$ cat src/rtl/decoder_pkg.sv
// ----------------------------------------------------------------------------
// decoder_pkg
//
// Shared definitions for the 2-to-4 decoder block.
//   SEL_W         : width of the select code
//   N_OUT         : number of decoded lines
//   sel_t         : select code type
//   onehot_t      : decoded one-hot (or all-zero) vector type
//   onehot_decode : combinational decode used by the RTL and by checking models
// ----------------------------------------------------------------------------
package decoder_pkg;

    localparam int unsigned SEL_W = 2;
    localparam int unsigned N_OUT = 4;

    typedef logic [SEL_W-1:0] sel_t;
    typedef logic [N_OUT-1:0] onehot_t;

    // Bitwise AND keeps X/Z on sel or en visible on the result instead of
    // silently masking it to zero.
    function automatic onehot_t onehot_decode(input sel_t sel, input logic en);
        onehot_t res;
        res = '0;
        for (int unsigned k = 0; k < N_OUT; k++) begin
            res[k] = en & (sel == SEL_W'(k));
        end
        return res;
    endfunction

endpackage

$ cat src/rtl/decoder_2to4_sat_counter.sv
// ----------------------------------------------------------------------------
// sat_counter
//
// Saturating up-counter used for per-line hit statistics.
//   clk   : rising-edge clock
//   rst   : synchronous active-high reset, clears the count
//   clr   : synchronous clear; wins over a coincident increment
//   inc   : increment request for this cycle
//   count : current count, sticks at all-ones once reached
// ----------------------------------------------------------------------------
module sat_counter #(
    parameter int unsigned CNT_W = 16
) (
    input  logic             clk,
    input  logic             rst,
    input  logic             clr,
    input  logic             inc,
    output logic [CNT_W-1:0] count
);

    localparam logic [CNT_W-1:0] MaxVal = '1;

    logic [CNT_W-1:0] count_q;
    logic [CNT_W-1:0] count_d;

    always_comb begin
        count_d = count_q;
        if (clr) begin
            count_d = '0;
        end else if (inc && (count_q != MaxVal)) begin
            count_d = count_q + CNT_W'(1);
        end
    end

    always_ff @(posedge clk) begin
        if (rst) begin
            count_q <= '0;
        end else begin
            count_q <= count_d;
        end
    end

    assign count = count_q;

endmodule

$ cat src/rtl/decoder_2to4.sv
// ----------------------------------------------------------------------------
// decoder_2to4
//
// 2-to-4 one-hot decoder with enable, a registered copy of the decode and
// per-line saturating hit counters.
//   clk     : rising-edge clock
//   rst     : synchronous active-high reset (out_q and counters only)
//   in      : select code
//   enable  : decode enable, active high
//   out     : combinational one-hot decode (all-zero when disabled)
//   out_q   : out delayed by one clock
//   clr_cnt : synchronous clear of all hit counters
//   hit_cnt : packed counters, line k at [k*CNT_W +: CNT_W]
// ----------------------------------------------------------------------------
module decoder_2to4
    import decoder_pkg::*;
#(
    parameter int unsigned CNT_W = 16
) (
    input  logic                     clk,
    input  logic                     rst,
    input  logic [SEL_W-1:0]         in,
    input  logic                     enable,
    output logic [N_OUT-1:0]         out,
    output logic [N_OUT-1:0]         out_q,
    input  logic                     clr_cnt,
    output logic [N_OUT*CNT_W-1:0]   hit_cnt
);

    onehot_t dec;
    onehot_t dec_q;
    onehot_t dec_d;

    assign dec = onehot_decode(in, enable);
    assign out = dec;

    always_comb begin
        dec_d = dec;
    end

    always_ff @(posedge clk) begin
        if (rst) begin
            dec_q <= '0;
        end else begin
            dec_q <= dec_d;
        end
    end

    assign out_q = dec_q;

    // Since dec is one-hot or zero, at most one counter advances per cycle.
    for (genvar k = 0; k < N_OUT; k++) begin : g_cnt
        sat_counter #(
            .CNT_W (CNT_W)
        ) u_cnt (
            .clk   (clk),
            .rst   (rst),
            .clr   (clr_cnt),
            .inc   (dec[k]),
            .count (hit_cnt[k*CNT_W +: CNT_W])
        );
    end

endmodule

$ cat config.mk
export PLATFORM = sky130hd
export DESIGN_NAME = decoder_2to4
export DESIGN_NICKNAME = d
export VERILOG_FILES = /design/src/rtl/decoder_pkg.sv /design/src/rtl/decoder_2to4_sat_counter.sv /design/src/rtl/decoder_2to4.sv
export SDC_FILE = /design/constraint.sdc
export NUM_CORES = 1
export LEC_CHECK = 0
export BUFFER_PORTS_ARGS = -buffer_cell sky130_fd_sc_hd__buf_2
export CORE_AREA = 2 2 105 82
export DETAILED_ROUTE_END_ITERATION = 16
export DIE_AREA = 0 0 107 84
export GPL_TIMING_DRIVEN = 1
export HOLD_SLACK_MARGIN = 0.03
export PLACE_DENSITY_LB_ADDON = 0.05
export SLEW_MARGIN = 10
export SYNTH_ARGS = -nofsm -noshare
export SYNTH_HDL_FRONTEND = slang
export SYNTH_SLANG_ARGS = --single-unit
$ cat constraint.sdc
create_clock -name clk -period 5.3 [get_ports clk]
set_input_delay 0.265 -clock clk [delete_from_list [all_inputs] [get_ports clk]]
set_output_delay 0.265 -clock clk [all_outputs]
set_load 0.01 [all_outputs]
# Word-level counts from Yosys, hierarchy flattened
# Index checks and enable logic that the tools add are counted.
[totals]
register_bits = 68
in_bits = 6
output_inout_bits = 72
word_cells = 26
[classes]
n_addsub = 4
n_eq_ne = 7
bitwise = 4
reduce_logical = 6
[ops]
columns = ["cell", "n"]
rows = [
  ["adder 16 x 1 -> 16 bit (second input constant)", 4],
  ["!= test 16 bit (second input constant)", 4],
  ["AND 1 bit", 4],
  ["== test 2 bit (second input constant)", 2],
  ["logical AND 1 bit", 4],
  ["== test 2 x 1 -> 1 bit (second input constant)", 1],
  ["logical NOT 2 bit", 1],
  ["OR reduction 2 bit", 1],
]

# Longest topological paths before layout
# Gate-level depths: netlist of the first run.
[logic_depth]
depth_word = 3
ltp_mapped = 7
mapped_depth_nobuf = 5

# By module
# From an unflattened synthesis of the first run, not the netlist that was laid out.
[hier_totals]
hier_cells = 420
area_unflattened_um2 = 3833.7
[modules_own_cells]
columns = ["mod", "instances", "cells_each", "area_each_um2", "seq_area_each_um2"]
rows = [
  ["sat_counter", 4, 102, 917.1, 320.3],
  ["decoder_2to4", 1, 12, 165.2, 80.1],
]

# Worst setup path before layout of the first run
# OpenSTA, ideal clock, no wires.
[synth_timing]
path_kind = "register to register"
start = "register g_cnt[2].u_cnt.count_q[0]"
end = "register g_cnt[2].u_cnt.count_q[8]"
setup_ns = 0.070
arrival_ns = 1.910
required_time_ns = 5.230
slack_ns = 3.319
path_stages_with_launch = 7
path_buffers = 1
synth_period_minus_slack_ns = 1.981
path_cell_list = "dfxtp_1 > ha_1 > nand4_1 > or3_1 > clkbuf_1 > or4_1 > a21oi_1"
[synth_via]
elab_chain_cells = 2
word_cells_on_any_way = 3
cone_classes = "add/sub (1); eq/ne (1); reduce/logical (1)"
[synth_lines]
columns = ["element", "line", "source"]
rows = [
  ["start: declaration", "decoder_2to4_sat_counter.sv:23", "logic [CNT_W-1:0] count_q;"],
  ["start signal: assignment", "decoder_2to4_sat_counter.sv:39", "count_q <= count_d;"],
  ["parallel branches: the longest is 2 deep, another holds adder 16 x 1 -> 16 bit", "-", ""],
]
# Parallel ways; which one is timed is not known.
# A chain may end at the register's enable or synchronous reset.

# Final worst setup path of the first run
[layout_timing]
start = "register g_cnt[3].u_cnt.count_q[0]"
end = "register g_cnt[3].u_cnt.count_q[7]"
[layout_via]
elab_chain_cells = 2
word_cells_on_any_way = 3
cone_classes = "add/sub (1); eq/ne (1); reduce/logical (1)"
[layout_lines]
columns = ["element", "line"]
rows = [
  ["start: declaration", "decoder_2to4_sat_counter.sv:23"],
  ["start signal: assignment", "decoder_2to4_sat_counter.sv:39"],
  ["parallel branches: the longest is 2 deep, another holds adder 16 x 1 -> 16 bit", "-"],
]
# Parallel ways; which one is timed is not known.

==> impl_metrics.json, run 1 <==
{
  "outcome": "complete, no violations",
  "tightest_slew_ps": 1100,
  "setup.worst_path.start": "g_cnt[3].u_cnt.count[0]",
  "synth_compound_area_frac": 0.220,
  "grt_pass1_vias": 3196,
  "hold_viol_final": 0,
  "h-tree-depth": 3,
  "grt_first_pass_wirelength_um": 15600,
  "powerDensity_nw_per_um2": 257,
  "synth-main-ff-cell": "dfxtp_1",
  "cp-end-kind": "register",
  "routabilityCongestion": 0.830,
  "syn-num-nets": 428,
  "synth_xor_area_frac": 0,
  "fp.dieW_um": 107,
  "nets": 496,
  "insertion_delay_ps": 350,
  "setup_viol": 0,
  "timing.final.crit_share": 0.400,
  "wl_per_cell_um": 15.6,
  "max_freq_ghz": 0.472,
  "critPathTopFamily": "simple AND/OR/NAND/NOR gates",
  "yosys.area.top_type": "dfxtp_1",
  "utilization": 0.519,
  "synthTopCellsByArea": "dfxtp_1 (39%), a21oi_1 (6.1%), nand2_1 (4.5%)",
  "cp-start-kind": "register",
  "setup-tns-final_ps": 0,
  "drtPass1Iterations": 4,
  "synth.avg_cell_area_um2": 8.39,
  "synth_warnings": 0,
  "power_leakage_nw": 1.57,
  "dp_hpwl_um": 6400,
  "worstPathCellList": "ha_1 -> nand3_1 -> nor4_1 -> or4_1 -> a21oi_1",
  "synthArstFlopShare": 0,
  "core_area_um2": 8090,
  "drt_iter0_markers": 182,
  "synth_commonest_cells": "dfxtp_1 (68), a21oi_1 (43), nand2_1 (42), nand3_1 (22), nand4_1 (22)",
  "ff_latch_area_um2": 1360,
  "antenna_found_initial": 0,
  "yosys.area_share.simple": 0.315,
  "cts_tree": "built",
  "cts_resized": 0,
  "wirelength_um": 9330,
  "ant_nets": 0,
  "critPathKind": "reg -> reg",
  "synthMuxAreaShare": 0.0228,
  "multi_input_area_um2": 2020,
  "cts.clk_slew.worst_paths_ps": 80,
  "synth_fa_ha_area_frac": 0.0143,
  "vias": 3584,
  "drv_cap": 0,
  "irDropWorstVdd_uv": 118,
  "synth_edf_count": 0,
  "ys_ff_latch": 68,
  "maxSlewViolCount": 0,
  "synth_top_area_frac": 0.388,
  "drive_above_1_share": 0.226,
  "viasPerCell": 5.98,
  "remaining_drc_errors": 0,
  "ctsHoldBuffers": 0,
  "synthesis.area_um2": 3510,
  "synth_top_family_by_area": "simple AND/OR/NAND/NOR gates",
  "cts_made_buffers": 9,
  "post_cts_buffers": 0,
  "cts_sinks": 68,
  "start_util": 0.433,
  "synthToLayoutAreaGrowth_pct": 19.8,
  "period_minus_slack_ps": 2120,
  "track_usage": 0.215,
  "slew_headroom": 0.257,
  "synthCells": 418,
  "numPortBuffers": 77,
  "synth_most_common_cell": "dfxtp_1",
  "hp-class": "in -> reg",
  "crit_required_ps": 5490,
  "die_area_um2": 8990,
  "clockBufferDepth": 2,
  "cp_max_fo": 8,
  "ys_types": 50,
  "path_buf_inv": 0,
  "clock-root-buffer": "clkbuf_8",
  "cpPeakStageDelay_ps": 870,
  "nFillCells": 804,
  "fp.dieH_um": 84,
  "slowest_stage": "nor4_1",
  "cp_data_arrival_time_ps": 2310,
  "hp-start": "rst",
  "yosysSeqAreaShare": 0.388,
  "fin_worst_skew_ps": 11.0,
  "grt_max_degree": 46,
  "grt_overflow": 0,
  "rsz0062_at_grt": "no",
  "r2r-start": "g_cnt[3].u_cnt.count[0]",
  "antennaDiodeCount": 0,
  "ioPinCount": 78,
  "row_count": 29
}
==> registers in the layout, summed over array words and instances, names as in the netlist <==
signal / cells
g_cnt.u_cnt.count: 64
out_q: 4
==> stage by stage <==
stage / worst slack, ps / std cells / hold WS [ps] / cell area [µm²] / total power, W
2_1_floorplan: 3320 / 418 / 436 / 3510 / 0.000547
3_3_place_gp: 3090 / 583 / 469 / 3940 / 0.000560
3_5_place_dp: 2990 / 583 / 484 / 3940 / 0.000560
4_1_cts: 2960 / 599 / 274 / 4190 / 0.00109
5_1_grt: 2980 / 599 / 293 / 4200 / 0.00112
6_report: 3180 / 599 / 281 / 4200 / 0.00108
==> layout by cell type, fill, tap and decap left out, types with 2 or more instances in the layout <==
cell	n
o21a_1	3
clkbuf_8	10
a21oi_1	43
a311oi_1	2
nor3_1	8
nand4_1	22
nand2_1	42
nor4_1	7
dfxtp_1	68
o31a_1	3
or2_2	2
nand3_1	22
clkinv_4	2
o211ai_1	3
and2_1	2
bufinv_16	3
buf_4	2
or4_1	20
o211a_1	2
mux2i_1	8
buf_2	77
o311ai_0	8
and4bb_2	2
inv_1	7
or3_1	21
a2111o_1	3
o21ai_0	19
nor2_1	16
ha_1	4
and3_1	8
o41ai_1	8
and4_1	6
o31ai_1	17
==> power breakdown <==
part           switching, W  internal [W]  leakage (nW)
clock network      0.000207      0.000325         0.122
registers        0.00000125      0.000512         0.548
logic             0.0000246    0.00000954         0.901
==> kinds of logic after synthesis <==
family,count (synthesis)
fa+ha+maj,4
buf+inv,31
flops,68
compound gates,117
mux,8
simple gates,190
==> path summary, 6_finish.rpt <==
kind / endpoint / slack, ps / depth (start not counted)
min: out_q[3] / 280 / 2
max: g_cnt[3].u_cnt.count[7] / 3180 / 5
min reg2reg: g_cnt[1].u_cnt.count[9] / 490 / 1
max reg2reg: g_cnt[3].u_cnt.count[7] / 3180 / 5
==> per-layer routing <==
metal / GRT usage / vias to the layer above / part of all wire
met5: 0 / - / 0
met4: 0.0685 / 0 / 0.011
met3: 0.0632 / 8 / 0.056
met2: 0.306 / 90 / 0.42
met1: 0.310 / 1700 / 0.51
li1: - / 1786 / -
==> area by class of cell <==
| class | count | area share |
|---|---|---|
| Clock inverter | 6 | 0.0265 |
| Inverter | 9 | 0.00923 |
| Sequential cell | 68 | 0.324 |
| Timing Repair Buffer | 79 | 0.0953 |
| Tap cell | 108 | 0.0322 |
| Multi-Input combinational cell | 319 | 0.480 |
| Clock buffer | 10 | 0.0328 |
No activity file was read; power rests on OpenSTA's default activity.
==> inputs of run 2 (changes only) <==
Settings changed: ABC_AREA set to 1, CORE_AREA 2 2 105 82 to 2 2 108 84, DIE_AREA 0 0 107 84 to 0 0 110 86.
Clock period 5.3 ns to 2.2 ns, I/O delays scaled along.
==> run 2 against run 1 <==
  * Final area is 3.5% higher
  * Synthesized cell count is 40% higher
  * Worst hold slack worse by 190 ps
  * Synthesized area is 4.6% higher
  * Critical endpoint is now g_cnt[3].u_cnt.count[11]
==> impl_metrics.json, run 2 <==
{
  "outcome": "complete, no violations",
  "clockPowerShare": 0.463,
  "fp.dieW_um": 110,
  "synthToLayoutAreaGrowth_pct": 18.5,
  "yosysSeqAreaShare": 0.371,
  "syn-num-nets": 597,
  "cp-start-kind": "register",
  "nets": 675,
  "synth_edf_count": 0,
  "intPower_w": 0.00193,
  "max_freq_ghz": 0.605,
  "grt_overflow": 0,
  "vias": 3888,
  "cp_data_arrival_time_ps": 1890,
  "maxSlewViolCount": 0,
  "hp-class": "in -> reg",
  "slew_headroom": 0.724,
  "grtUsageMet3": 0.0540,
  "comb_power_share": 0.039,
  "routabilityCongestion": 0.880,
  "drv_cap": 0,
  "start_util": 0.441,
  "ioPinCount": 78,
  "setup_viol": 0,
  "synthesis.area_um2": 3670,
  "rsz0062_at_grt": "no",
  "dp_hpwl_um": 7030,
  "met2_usage": 0.317,
  "fin_worst_skew_ps": 3.87,
  "synthTopCellsByArea": "dfxtp_1 (37%), nand2_1 (15%), nor2_1 (15%)",
  "cp-end-kind": "register",
  "row_count": 29,
  "viasPerCell": 5.00,
  "switching_share": 0.223,
  "die_area_um2": 9460,
  "remaining_drc_errors": 0,
  "largest_register_ff_count": 64,
  "clock-root-buffer": "clkbuf_8",
  "irDropWorstVdd_uv": 318,
  "core_area_um2": 8310,
  "synth_top_area_frac": 0.371,
  "tightest_slew_ps": 412,
  "p_sw_w": 0.000555,
  "synth-main-ff-cell": "dfxtp_1",
  "final_common_cell": "nand2_1",
  "drt_iter0_markers": 196,
  "track_usage": 0.211,
  "ys_types": 27,
  "p_total_w": 0.00249,
  "numPortBuffers": 77,
  "grt_max_degree": 25,
  "critPathKind": "reg -> reg",
  "busiest_layer": "met2",
  "cts.clk_slew.worst_paths_ps": 70,
  "grt_first_pass_wirelength_um": 15900,
  "most-common-layout-cells": "nand2_1 (146), nor2_1 (145), buf_2 (77)",
  "placed_area_um2": 4120,
  "powerDensity_nw_per_um2": 573,
  "cts_sinks": 68,
  "post_cts_buffers": 0,
  "ant_nets": 0,
  "synthCells": 587,
  "grt_pass1_vias": 3369,
  "gr-usage-met1": 0.293,
  "timing.final.crit_share": 0.751,
  "cts_tree": "built",
  "period_minus_slack_ps": 1650,
  "insertion_delay_ps": 350,
  "drive_above_1_share": 0.160,
  "antenna_found_initial": 0,
  "wirelength_um": 9530,
  "p_seq_frac": 0.498,
  "synthArstFlopShare": 0,
  "drtPass1Iterations": 7,
  "setup-tns-final_ps": 0,
  "design_area_um2": 4350,
  "cts_made_buffers": 9,
  "synth_commonest_cells": "nand2_1 (146), nor2_1 (146), dfxtp_1 (68), nand3_1 (65), inv_1 (48)",
  "wl_per_cell_um": 12.2,
  "h-tree-depth": 3,
  "fp.dieH_um": 86,
  "cts_resized": 0,
  "yosys.area.top_type": "dfxtp_1",
  "antennaDiodeCount": 0,
  "power_leakage_nw": 1.82,
  "hold_viol_final": 0,
  "crit_required_ps": 2440,
  "synth_warnings": 0,
  "cp_max_fo": 17,
  "clockBufferDepth": 2,
  "synth.avg_cell_area_um2": 6.25,
  "ys_ff_latch": 68
}
run 2: timing repair:
item	in CTS	in global routing
hold buffers	1	0
endpoints found under the hold margin	4	0
setup endpoints to repair	0	0
run 2: layer usage:
metal	part of all wire	routed length (µm)
met1	0.51	4830
met5	0	0
met3	0.051	484
met4	0.012	113
met2	0.43	4100
run 2: cell families after synthesis:
group                      count (synthesis)  synth area share
adders and majority gates                  4            0.0136
and+or+nand+nor                          386             0.442
DFF                                       68             0.371
buffers and inverters                     62            0.0751
xor gates and xnor gates                   5            0.0119
AOI/OAI and AO/OA                         62            0.0860
run 2: layout make-up:
type                            instances  area [µm²]
Fill cell                             865        3960
Multi-Input combinational cell        457        2040
Tap cell                              108         135
Sequential cell                        68        1360
Clock inverter                          4        72.6
Inverter                               49         184
Clock buffer                           12         145
Timing Repair Buffer                   80         410
run 2: final timing paths:
check	from	to	slack, ps	depth (start not counted)
worst min register to register	g_cnt[2].u_cnt.count[12]	g_cnt[2].u_cnt.count[12]	530	2
worst max-delay path	g_cnt[3].u_cnt.count[0]	g_cnt[3].u_cnt.count[11]	550	8
worst max register to register	g_cnt[3].u_cnt.count[0]	g_cnt[3].u_cnt.count[11]	550	8
worst min-delay path	clr_cnt	g_cnt[3].u_cnt.count[1]	90	4
run 2: per-stage QoR:
stage               setup slack (ps)   util  hold WS [ps]  std cells
global placement                 614  0.496           398        761
CTS                              535  0.523          70.0        778
detailed placement               546  0.496           403        761
finish                           548  0.523          90.1        778
global route                     349  0.523          96.5        778
floorplan                        693      -           182        587
run 2: power by group through the flow:
stage	logic, W	registers [W]	clock network (W)
6_report	0.0000963	0.00124	0.00115
5_1_grt	0.000110	0.00124	0.00123
4_1_cts	0.0000974	0.00124	0.00120
3_5_place_dp	0.0000958	0.00127	0
3_3_place_gp	0.0000939	0.00127	0
2_1_floorplan	0.0000634	0.00127	0
run 2: worst max-delay path: stages, from the launching register on:
cell and delay [ps]:
dfxtp_1 400, ha_1 190, nand3_1 110, inv_1 100
nand2_1 80, nor2_2 150, nand2_2 230, a21oi_1 220
nor2_1 60
